--- src/rtl/game_status_if.sv ---
// Status-report bundle between the game control logic and the UART status transmitter.
interface game_status_if;
  logic       en;
  logic [2:0] state;
  logic [5:0] score;
  logic       tx;
  logic       busy;
  logic       line_done;

  modport master (output en, output state, output score,
                  input  tx, input  busy, input  line_done);
  modport slave  (input  en, input  state, input  score,
                  output tx, output busy, output line_done);
endinterface

--- src/rtl/game_status_tx.sv ---
// Sends "S<state> <tens><units>\r\n" as 8N1 UART frames whenever game state or score
// changes; changes arriving while a line is in flight coalesce into one later line.
module game_status_tx #(
  parameter int CLKS_PER_BIT = 5208
) (
  input  logic          clk,
  input  logic          rst,
  game_status_if.slave  bus
);

  localparam int CNT_W = (CLKS_PER_BIT > 1) ? $clog2(CLKS_PER_BIT) : 1;

  typedef enum logic [1:0] {IDLE, START, DATA, STOP} fsm_t;

  fsm_t             fsm;
  logic [CNT_W-1:0] clk_cnt;
  logic [2:0]       bit_idx;
  logic [2:0]       byte_idx;
  logic [2:0]       sent_state;
  logic [5:0]       sent_score;
  logic [2:0]       snap_state;
  logic [5:0]       snap_score;
  logic             tx_r;
  logic             busy_r;
  logic             line_done_r;

  logic             bit_end;
  logic             start_line;
  logic [2:0]       next_bit;
  logic [7:0]       cur_byte;

  // Score digits use 7-bit arithmetic so nothing is truncated for 0..63.
  function automatic logic [7:0] tens_char(input logic [5:0] s);
    logic [6:0] s7;
    logic [6:0] t;
    s7 = {1'b0, s};
    t  = s7 / 7'd10;
    return 8'h30 + {1'b0, t};
  endfunction

  function automatic logic [7:0] units_char(input logic [5:0] s);
    logic [6:0] s7;
    logic [6:0] t;
    logic [6:0] u;
    s7 = {1'b0, s};
    t  = s7 / 7'd10;
    u  = s7 - (t * 7'd10);
    return 8'h30 + {1'b0, u};
  endfunction

  assign bit_end    = (clk_cnt == CNT_W'(CLKS_PER_BIT - 1));
  assign start_line = (fsm == IDLE) && bus.en &&
                      ((bus.state != sent_state) || (bus.score != sent_score));
  assign next_bit   = bit_idx + 3'd1;

  always_comb begin
    cur_byte = 8'h53;
    case (byte_idx)
      3'd0:    cur_byte = 8'h53;
      3'd1:    cur_byte = 8'h30 + {5'd0, snap_state};
      3'd2:    cur_byte = 8'h20;
      3'd3:    cur_byte = tens_char(snap_score);
      3'd4:    cur_byte = units_char(snap_score);
      3'd5:    cur_byte = 8'h0D;
      3'd6:    cur_byte = 8'h0A;
      default: cur_byte = 8'h0A;
    endcase
  end

  // Snapshot stage: the line content is frozen when the line starts.
  always_ff @(posedge clk) begin
    if (start_line) begin
      snap_state <= bus.state;
      snap_score <= bus.score;
    end
  end

  // Serializer stage: one start bit, 8 data bits LSB first, one stop bit per byte.
  always_ff @(posedge clk or posedge rst) begin
    if (rst) begin
      fsm         <= IDLE;
      tx_r        <= 1'b1;
      busy_r      <= 1'b0;
      line_done_r <= 1'b0;
      clk_cnt     <= '0;
      bit_idx     <= 3'd0;
      byte_idx    <= 3'd0;
      sent_state  <= 3'b111;
      sent_score  <= 6'd0;
    end else begin
      line_done_r <= 1'b0;
      case (fsm)
        IDLE: begin
          if (start_line) begin
            sent_state <= bus.state;
            sent_score <= bus.score;
            byte_idx   <= 3'd0;
            clk_cnt    <= '0;
            tx_r       <= 1'b0;
            busy_r     <= 1'b1;
            fsm        <= START;
          end
        end
        START: begin
          if (bit_end) begin
            clk_cnt <= '0;
            bit_idx <= 3'd0;
            tx_r    <= cur_byte[0];
            fsm     <= DATA;
          end else begin
            clk_cnt <= clk_cnt + CNT_W'(1);
          end
        end
        DATA: begin
          if (bit_end) begin
            clk_cnt <= '0;
            if (bit_idx == 3'd7) begin
              tx_r <= 1'b1;
              fsm  <= STOP;
            end else begin
              bit_idx <= next_bit;
              tx_r    <= cur_byte[next_bit];
            end
          end else begin
            clk_cnt <= clk_cnt + CNT_W'(1);
          end
        end
        STOP: begin
          if (bit_end) begin
            clk_cnt <= '0;
            if (byte_idx < 3'd6) begin
              byte_idx <= byte_idx + 3'd1;
              tx_r     <= 1'b0;
              fsm      <= START;
            end else begin
              busy_r      <= 1'b0;
              line_done_r <= 1'b1;
              fsm         <= IDLE;
            end
          end else begin
            clk_cnt <= clk_cnt + CNT_W'(1);
          end
        end
        default: fsm <= IDLE;
      endcase
    end
  end

  assign bus.tx        = tx_r;
  assign bus.busy      = busy_r;
  assign bus.line_done = line_done_r;

endmodule
--- src/flat_wrapper.sv ---
// flat-port wrapper written by rule: the top's interface ports become plain ports
module game_status_tx_flat 
#(
  parameter int CLKS_PER_BIT = 5208
)
  (clk, rst, bus_en, bus_state, bus_score, bus_tx, bus_busy, bus_line_done);
  game_status_if bus_i ();
  input  logic clk;
  input  logic rst;
  input wire logic [$bits(bus_i.en)-1:0] bus_en;
  input wire logic [$bits(bus_i.state)-1:0] bus_state;
  input wire logic [$bits(bus_i.score)-1:0] bus_score;
  output wire logic [$bits(bus_i.tx)-1:0] bus_tx;
  output wire logic [$bits(bus_i.busy)-1:0] bus_busy;
  output wire logic [$bits(bus_i.line_done)-1:0] bus_line_done;
  assign bus_i.en = bus_en;
  assign bus_i.state = bus_state;
  assign bus_i.score = bus_score;
  assign bus_tx = bus_i.tx;
  assign bus_busy = bus_i.busy;
  assign bus_line_done = bus_i.line_done;
  game_status_tx #(.CLKS_PER_BIT(CLKS_PER_BIT)) u_core (.clk(clk), .rst(rst), .bus(bus_i));
endmodule
--- config.mk ---
export PLATFORM = sky130hd
export DESIGN_NAME = game_status_tx_flat
export DESIGN_NICKNAME = d
export VERILOG_FILES = /design/src/rtl/game_status_if.sv /design/src/rtl/game_status_tx.sv /design/src/flat_wrapper.sv
export SDC_FILE = /design/constraint.sdc
export NUM_CORES = 1
export LEC_CHECK = 0
export BUFFER_PORTS_ARGS = -buffer_cell sky130_fd_sc_hd__buf_2
export CAP_MARGIN = 10
export CELL_PAD_IN_SITES_DETAIL_PLACEMENT = 1
export CELL_PAD_IN_SITES_GLOBAL_PLACEMENT = 1
export CORE_AREA = 2 2 93 95
export CTS_CLUSTER_SIZE = 16
export DETAILED_ROUTE_END_ITERATION = 10
export DIE_AREA = 0 0 95 97
export PLACE_DENSITY = 0.6
export SYNTH_ARGS = -nofsm -noshare
export SYNTH_HDL_FRONTEND = slang
export SYNTH_SLANG_ARGS = --single-unit
export TNS_END_PERCENT = 50
--- constraint.sdc ---
create_clock -name clk -period 9 [get_ports clk]
set_clock_uncertainty 0.2 [all_clocks]
set_input_delay 0.9 -clock clk [delete_from_list [all_inputs] [get_ports clk]]
set_output_delay 0.9 -clock clk [all_outputs]
set_load 0.05 [all_outputs]
# ---- After elaboration in Yosys (flattened, before gate mapping)
# Index checks and enable logic that the tools add are counted.
dict set report classes {
  add_sub_neg 7
  multipliers 1
  div 1
  order_cmp 2
  eq_ne 20
  mux 35
  n_reduce_logical 14
}
# cell count
set op_table {}
lappend op_table {{case mux 8 bit (6 select lines)} 1}
lappend op_table {{two-way mux 13 bit} 2}
lappend op_table {{case mux 13 bit (2 select lines)} 1}
lappend op_table {{two-way mux 3 bit} 6}
lappend op_table {{adder 6 x 7 -> 8 bit, first input constant} 2}
lappend op_table {{two-way mux 1 bit} 14}
lappend op_table {{adder 13 x 1 -> 13 bit, second input constant} 1}
lappend op_table {{== test 13 bit, second input constant} 1}
lappend op_table {{inequality test 2 x 1 -> 1 bit, second input constant} 6}
lappend op_table {{case mux 3 bit (2 select lines)} 2}
lappend op_table {{AND reduction 4 bit} 3}
lappend op_table {{two-way mux 2 bit} 5}
lappend op_table {{AND reduction 5 bit} 2}
lappend op_table {{== test 3 bit, second input constant} 3}
lappend op_table {{case mux 2 bit (4 select lines)} 1}
lappend op_table {{adder 6 x 3 -> 7 bit, first input constant} 1}
lappend op_table {{divider 6 x 4 -> 7 bit, second input constant} 1}
lappend op_table {{multiplier 7 x 3 -> 6 bit, second input constant} 1}
lappend op_table {{subtractor 6 x 7 -> 7 bit} 1}
lappend op_table {{adder 3 x 1 -> 3 bit, second input constant} 2}
lappend op_table {{== test 3 x 2 -> 1 bit, second input constant} 2}
lappend op_table {{inequality test 6 bit} 1}
lappend op_table {{== test 2 bit, second input constant} 2}
lappend op_table {{less-than comparator 3 x 4 -> 1 bit, second input constant} 1}
lappend op_table {{other kinds (15)} 18}
dict set report totals {
  register_bits 42
  inputBits 12
  output_inout_bits 3
}

# ---- Logic depth before layout (Yosys ltp)
# Gate-level depths: netlist (run 1).
dict set report logic_depth {
  depth_word 10
  ltp_mapped 21
}

# ---- Least setup slack after synthesis (run 1)
# No wires, ideal clock.
dict set report synth_timing {
  path_kind {reg2reg}
  start {register u_core.snap_score[3]}
  end {register u_core.tx_r (netlist: u_core.bus.tx)}
  arrival_time_ps 4373
  required_ps 8731
  setup_slack_ps 4359
  path_stages_with_launch 22
  path_buffers 1
  period_less_slack_ps 4641
  path_cell_list {edfxtp_1 -> clkbuf_1 -> maj3_1 -> a21oi_2 -> ha_1 -> nand2b_1 -> a31oi_1 -> o211ai_1 -> ha_1 -> inv_1 -> fa_1 -> a21o_1 -> a21oi_1 -> xnor2_1 -> nand2_1 -> ha_1 -> o2bb2ai_1 -> o22a_1 -> nor3_1 -> a21oi_1 -> a2111o_1 -> o21ai_2}
}
dict set report synth_between {
  elab_chain_len 10
  word_cells_on_any_way 12
  classes_between {3 x add/sub; 1 x mul; 1 x div; 7 x mux}
}
# element line_no
set synth_lines {}
lappend synth_lines {{start, declared} game_status_tx.sv:22} ;# logic [5:0] snap_score;
lappend synth_lines {{start signal, assigned} game_status_tx.sv:74} ;# snap_score <= bus.score;
lappend synth_lines {{divider 6 x 4 -> 7 bit} {game_status_tx.sv:37, game_status_tx.sv:46}}
lappend synth_lines {{multiplier 7 x 3 -> 6 bit} game_status_tx.sv:47} ;# u = s7 - (t * 7'd10);
lappend synth_lines {{subtractor 6 x 7 -> 7 bit} game_status_tx.sv:47}
lappend synth_lines {{adder 6 x 7 -> 8 bit} game_status_tx.sv:48} ;# return 8'h30 + {1'b0, u};
lappend synth_lines {{case mux 8 bit (6 select lines) *} game_status_tx.sv:58} ;# case (byte_idx)
lappend synth_lines {{binary-select mux 1 bit (select 3 bit)} game_status_tx.sv:122} ;# tx_r <= cur_byte[next_bit];
lappend synth_lines {{two-way mux 1 bit (implied by the code)} game_status_tx.sv:122}
lappend synth_lines {{two-way mux 1 bit} game_status_tx.sv:117} ;# if (bit_idx == 3'd7) begin
lappend synth_lines {{two-way mux 1 bit} game_status_tx.sv:115} ;# if (bit_end) begin
lappend synth_lines {{case mux 1 bit (4 select lines) *} game_status_tx.sv:92} ;# case (fsm)
lappend synth_lines {{end signal, assigned} game_status_tx.sv:108} ;# tx_r <= cur_byte[0];
lappend synth_lines {{end signal, assigned} game_status_tx.sv:122}
lappend synth_lines {{end, declared} game_status_tx.sv:23} ;# logic tx_r;
# Every way passes the cells marked *; elsewhere a longest branch is shown, timed or not. The select of a mux whose other input is x is not followed.
# A chain may end at the register's enable or synchronous reset.

# ---- Worst setup path in the final report (run 1)
# Ends and elaborated chain as after synthesis.

==> impl_metrics.toml, run 1 <==
[floorplanning]
die_y_um = 97
core.rowCount = 33
ios = 15
chipWidth_um = 95
start_util = 0.347
core_area_mm2 = 0.00813
die-area_mm2 = 0.00922

[layout]
multi_input_area_mm2 = 0.00159
fin_area_mm2 = 0.00311
ff_latch_area_mm2 = 0.00110
antenna_cells = 0
nNetsFinal = 351
syn_to_final_growth_pct = 10.3
fill_cells = 939
drive_gt1_frac = 0.132

[outcome]
run_status = "finished clean"

[setup_path]
critPathMostFrequentCell = "ha_1"
crit_path_start_kind = "flip-flop"
critical_path_buf_inv_count = 1
slowest_stage = "edfxtp_1"
worst_ep_required_time_ns = 9.04
path_class = "reg -> reg"
end_kind = "flip-flop"
path_cells = "maj3_1, a21oi_2, ha_1, nand2b_1, a31oi_1, o211ai_1, ha_1, inv_1, fa_1, a21o_1, a21oi_1, xnor2_1, nand2_1, ha_1, o2bb2ai_1, o22a_1, nor3_1, a21oi_1, a2111o_1, o21ai_2"
slowest_delay_ns = 0.53
cp_max_fo = 9
critical-path-top-delay-family = "compound AO/OA/AOI/OAI gates"
worst_ep_arrival_time_ns = 5.23

[cts]
cts_setup_buffers = 0
clkTransAtPathRegs_ns = 0.09
cts.sinks = 42
cts_resized = 0
hold_buffers = 0
cts_htree_levels = 2
cts_tree = "yes"
clk_latency_ns = 0.30
cts_buffers = 5
clockBufferDepth = 2
clock_tree.root_cell = "clkbuf_8"

[timing]
finalCritPeriodShare = 0.576
setup_viol = 0
worst_hold_slack_ns = 0.332
rsz0062_at_grt = "no"
worst-slew-pin-transition_ns = 0.788
finalWorstSetupSlack_ns = 3.82
slew_headroom = 0.474
fin_crit_ns = 5.18
drv_slew = 0
final.setup.tns_ns = 0
fmax_mhz = 193
hold_violations = 0

[power]
vdd_drop_max_uv = 71.6
power_density_mw_per_mm2 = 120
power.total_uw = 374
p_leak_nw = 1.34

[placement]
port_buffers = 14
dpl_worst_slack_ns = 3.80
postPlaceCellArea_mm2 = 0.00298
gp_congestion = 0.778
dp_hpwl_um = 4890

[grt]
grt_pass1_wl_um = 11200
grt_max_degree = 34
antenna_found_initial = 0
grt_overflow = 0
grt_pass1_vias = 2320
grt_util_all_layers = 0.152

[routing]
drt-pass1-iter-count = 4
wl_um = 6550
wire_per_inst_um = 15.5
remaining_drc_errors = 0
viasPerCell = 5.36
top_layer = "met4"
ant_nets = 0
wl_met1_um = 3030
wl_met3_um = 124
met2WireLength_um = 3330
drtIter0Drc = 79
route.vias.total = 2264

[synth]
syn_area_mm2 = 0.00282
yosysWarnings = 0
synth_cell_type_count = 55
synth_seq_area_share = 0.390
synth_edf_count = 9
synth_cells = 303
syn_nets = 338
async_reset_ff_frac = 0.786
postSynthAreaPerCell_um2 = 9.32
synthFlopType = "dfrtp_1"
yosys_register_bits = 42

[flow_run]
maxCapViolations = 0

[worst_hold_path]
min_path_type = "reg -> reg"
[through the flow]
step	std cells	utilization
6_report	422	0.383
5_1_grt	422	0.383
4_1_cts	422	0.383
3_5_place_dp	414	0.367
3_3_place_gp	414	0.367
2_1_floorplan	303	-
[area by class of cell]
type / instances / share of cell area
Inverter: 21 / 0.0253
Sequential cell: 42 / 0.354
Clock buffer: 6 / 0.0301
Timing Repair Buffer: 15 / 0.0249
Tap cell: 105 / 0.0422
Clock inverter: 2 / 0.0125
Multi-Input combinational cell: 231 / 0.511
[cell usage in the layout, fill, tap and decap left out, drive strengths merged, types with 4 or more instances in the layout]
cell type	Yosys	layout
a21oi	12	12
a22o	6	6
buf	4	15
clkbuf	5	6
dfrtp	29	29
dfstp	4	4
edfxtp	9	9
ha	22	22
inv	21	21
mux2	9	9
nand2	34	34
nand2b	5	5
nand3	15	15
nor2	21	21
nor3	4	4
o21a	4	4
o21ai	28	28
o31ai	5	5
xnor2	10	10
xor2	6	6
[kinds of logic (layout without fill, tap and decap cells)]
group,after synthesis,after routing,share of synthesized area
and+or+nand+nor,105,105,0.185
AOI/OAI and AO/OA,76,76,0.182
DFF,42,42,0.390
buffers and inverters,30,44,0.0461
adders and majority gates,24,24,0.108
xor gates and xnor gates,16,16,0.0496
muxes,10,10,0.0394
[layer usage]
metal,track usage,vias to the layer above
li1,-,1109
met1,0.196,1129
met2,0.262,21
met3,0.0257,5
met4,0.0368,0
met5,0,-
[sequential cells by signal, summed over array words and instances (netlist names)]
| signal | cells |
|---|---|
| u_core.sent_score | 6 |
| u_core.bit_idx | 3 |
| u_core.byte_idx | 3 |
| u_core.bus.tx | 1 |
| u_core.bus.line_done | 1 |
| u_core.clk_cnt | 13 |
| u_core.fsm | 2 |
| u_core.sent_state | 3 |
| u_core.snap_state | 3 |
| u_core.bus.busy | 1 |
| u_core.snap_score | 6 |
[final timing paths]
path | to | from | slack, ns | cells past startpoint
min reg2reg | u_core.clk_cnt[0] | u_core.clk_cnt[0] | 0.33 | 1
max | u_core.bus.tx | u_core.snap_score[3] | 3.82 | 20
max reg2reg | u_core.bus.tx | u_core.snap_score[3] | 3.82 | 20
min | u_core.clk_cnt[0] | u_core.clk_cnt[0] | 0.33 | 1
max in group asynchronous | u_core.bus.tx | rst | 7.76 | 3
min in group asynchronous | u_core.sent_score[1] | rst | 0.49 | 3
[cells in the mapped netlist, types with 2 or more instances]
cell      number  area (um^2)
dfrtp_1       29          726
nand2b_1       5         31.3
dfstp_2        4          105
ha_1          22          275
clkbuf_1       5         18.8
xor2_1         6         52.6
nand4b_1       2         17.5
nor2_1        21         78.8
o31ai_1        5         37.5
a21o_1         3         22.5
nand3_1       15         75.1
o21ai_0       27          135
o211ai_1       2         15.0
edfxtp_1       9          270
o21a_1         4         30.0
nand4_1        3         18.8
nand2_1       34          128
nor3_1         4         20.0
and3_1         3         18.8
buf_6          2         22.5
nor4bb_1       3         30.0
and2_1         2         12.5
nor2b_1        3         18.8
nor3b_1        2         15.0
nor4_1         3         18.8
a22o_1         6         52.6
or4_1          2         15.0
buf_2          2         10.0
a21oi_1       11         55.1
mux2_2         9          101
a21boi_0       2         15.0
inv_1         21         78.8
xnor2_1       10         87.6
[where the power goes]
group / switching (mW) / leakage, nW / internal [mW]
Combinational: 0.00639 / 0.781 / 0.00349
Clock: 0.0694 / 0.0665 / 0.100
Sequential: 0 / 0.492 / 0.194
(Power assumes the default switching activity.)
==> run 2: changes to the inputs <==
- clock period: 9 -> 5.2 ns (I/O delays scaled with it)
==> impl_metrics.toml, run 2 (synthesis results as in run 1) <==
[power]
power.total_uw = 647
p_sw_frac = 0.204
intPower_uw = 515
switchingPower_uw = 132
p_leak_nw = 1.37
vdd_drop_max_uv = 112
clkPwrFrac = 0.454
power_density_mw_per_mm2 = 204
p_comb_frac = 0.026
seqPwrFrac = 0.519

[placement]
dpl_worst_slack_ns = 0.0725
port_buffers = 14
gp_congestion = 0.767
dp_hpwl_um = 4890

[timing]
drv_slew = 0
slew_headroom = 0.494
worst_hold_slack_ns = 0.101
hold_violations = 0
worst-slew-pin-transition_ns = 0.759
fin_crit_ns = 4.91
fmax_mhz = 204
setup_viol = 0
finalWorstSetupSlack_ns = 0.291
finalCritPeriodShare = 0.944
final.setup.tns_ns = 0

[grt]
antenna_found_initial = 0
grt_pass1_wl_um = 11200
grt_pass1_vias = 2317
grt_util_all_layers = 0.153
grt_max_degree = 34
grt_overflow = 0

[routing]
ant_nets = 0
drt-pass1-iter-count = 4
viasPerCell = 5.18
wl_um = 6530
wire_per_inst_um = 15.3
remaining_drc_errors = 0
route.vias.total = 2212
drtIter0Drc = 38

[cts]
clockBufferDepth = 2
clock_tree.root_cell = "clkbuf_8"
clkTransAtPathRegs_ns = 0.09
hold_buffers = 0
cts.sinks = 42
cts_tree = "yes"
cts_buffers = 5
clk_latency_ns = 0.30
cts_htree_levels = 2

[setup_path]
critical-path-top-delay-family = "compound AO/OA/AOI/OAI gates"
path_class = "reg -> reg"
end_kind = "flip-flop"
slowest_delay_ns = 0.44
crit_path_start_kind = "flip-flop"
critical_path_buf_inv_count = 3
worst_ep_required_time_ns = 5.24
cp_max_fo = 6
path_cells = "inv_1, maj3_1, a21oi_4, ha_1, nand2b_1, a31oi_1, o211ai_1, buf_4, ha_1, inv_1, fa_1, a21o_1, a21oi_1, xnor2_1, nand2_1, ha_1, o2bb2ai_1, o22a_1, nor3_2, a21oi_1, a2111o_1, o21ai_2"
worst_ep_arrival_time_ns = 4.95
slowest_stage = "edfxtp_1"
critPathMostFrequentCell = "ha_1"

[layout]
multi_input_area_mm2 = 0.00161
final_common_cell = "nand2_1"
drive_gt1_frac = 0.152
syn_to_final_growth_pct = 12.2
mostFrequentLayoutCells = "34 x nand2_1, 29 x dfrtp_1, 27 x o21ai_0"
antenna_cells = 0
ff_latch_area_mm2 = 0.00110
nNetsFinal = 356
fill_cells = 945
regMostFlops = "u_core.clk_cnt"
largest_register_ffs = 13
biggestRegsByFlops = "u_core.clk_cnt (13), u_core.sent_score (6), u_core.snap_score (6)"

[floorplanning]
die_y_um = 97
core_area_mm2 = 0.00813
ios = 15
start_util = 0.347
die-area_mm2 = 0.00922
core.rowCount = 33
chipWidth_um = 95

[outcome]
run_status = "finished clean"

[worst_hold_path]
min_path_type = "in -> async"

[flow_run]
maxCapViolations = 0
## run 2: final cells by class
cell class	instances	area share
Clock inverter	2	0.0122
Clock buffer	6	0.0296
Tap cell	105	0.0415
Timing Repair Buffer	20	0.0363
Inverter	21	0.0249
Multi-Input combinational cell	231	0.508
Sequential cell	42	0.347
## run 2: metal layers
layer  part of all wire  track usage  vias up
met3              0.016       0.0257        6
met1               0.47        0.200     1065
li1                   -            -     1124
met5                  0            0        -
met2               0.50        0.259       17
met4              0.012       0.0435        0
## run 2: final timing paths
check                      cells past startpoint                  from                   end  slack [ns]
max                                           22  u_core.snap_score[5]         u_core.bus.tx        0.29
min                                            3                   rst  u_core.sent_score[3]        0.10
max reg2reg                                   22  u_core.snap_score[5]         u_core.bus.tx        0.29
min reg2reg                                    1     u_core.clk_cnt[0]     u_core.clk_cnt[0]        0.33
max in group asynchronous                      3                   rst         u_core.bus.tx        4.35
min in group clk                               1          bus_score[4]  u_core.snap_score[4]        0.24
## run 2: repair_timing
action | in CTS | in global routing
buffers inserted | 0 | 4
setup endpoints to repair | 0 | 1
resized for setup | 0 | 3
## run 2: worst min-delay path: stages
cell and delay, ns:
buf_2 0.10, inv_1 0.04, buf_4 0.38
## run 2: power groups by stage
stage / Combinational, mW / Clock, mW / Sequential, mW
global placement: 0.0174 / 0 / 0.343
CTS: 0.0175 / 0.303 / 0.336
finish: 0.0169 / 0.294 / 0.336
global route: 0.0196 / 0.313 / 0.336
floorplan: 0.00742 / 0 / 0.343
detailed placement: 0.0175 / 0 / 0.343
## run 2: per-stage QoR
step            util  std cells  instance area, um^2
4_1_cts        0.384        423                 3120
6_report       0.390        427                 3170
3_3_place_gp   0.367        415                 2990
5_1_grt        0.390        427                 3170
3_5_place_dp   0.367        415                 2990
2_1_floorplan      -        303                 2820
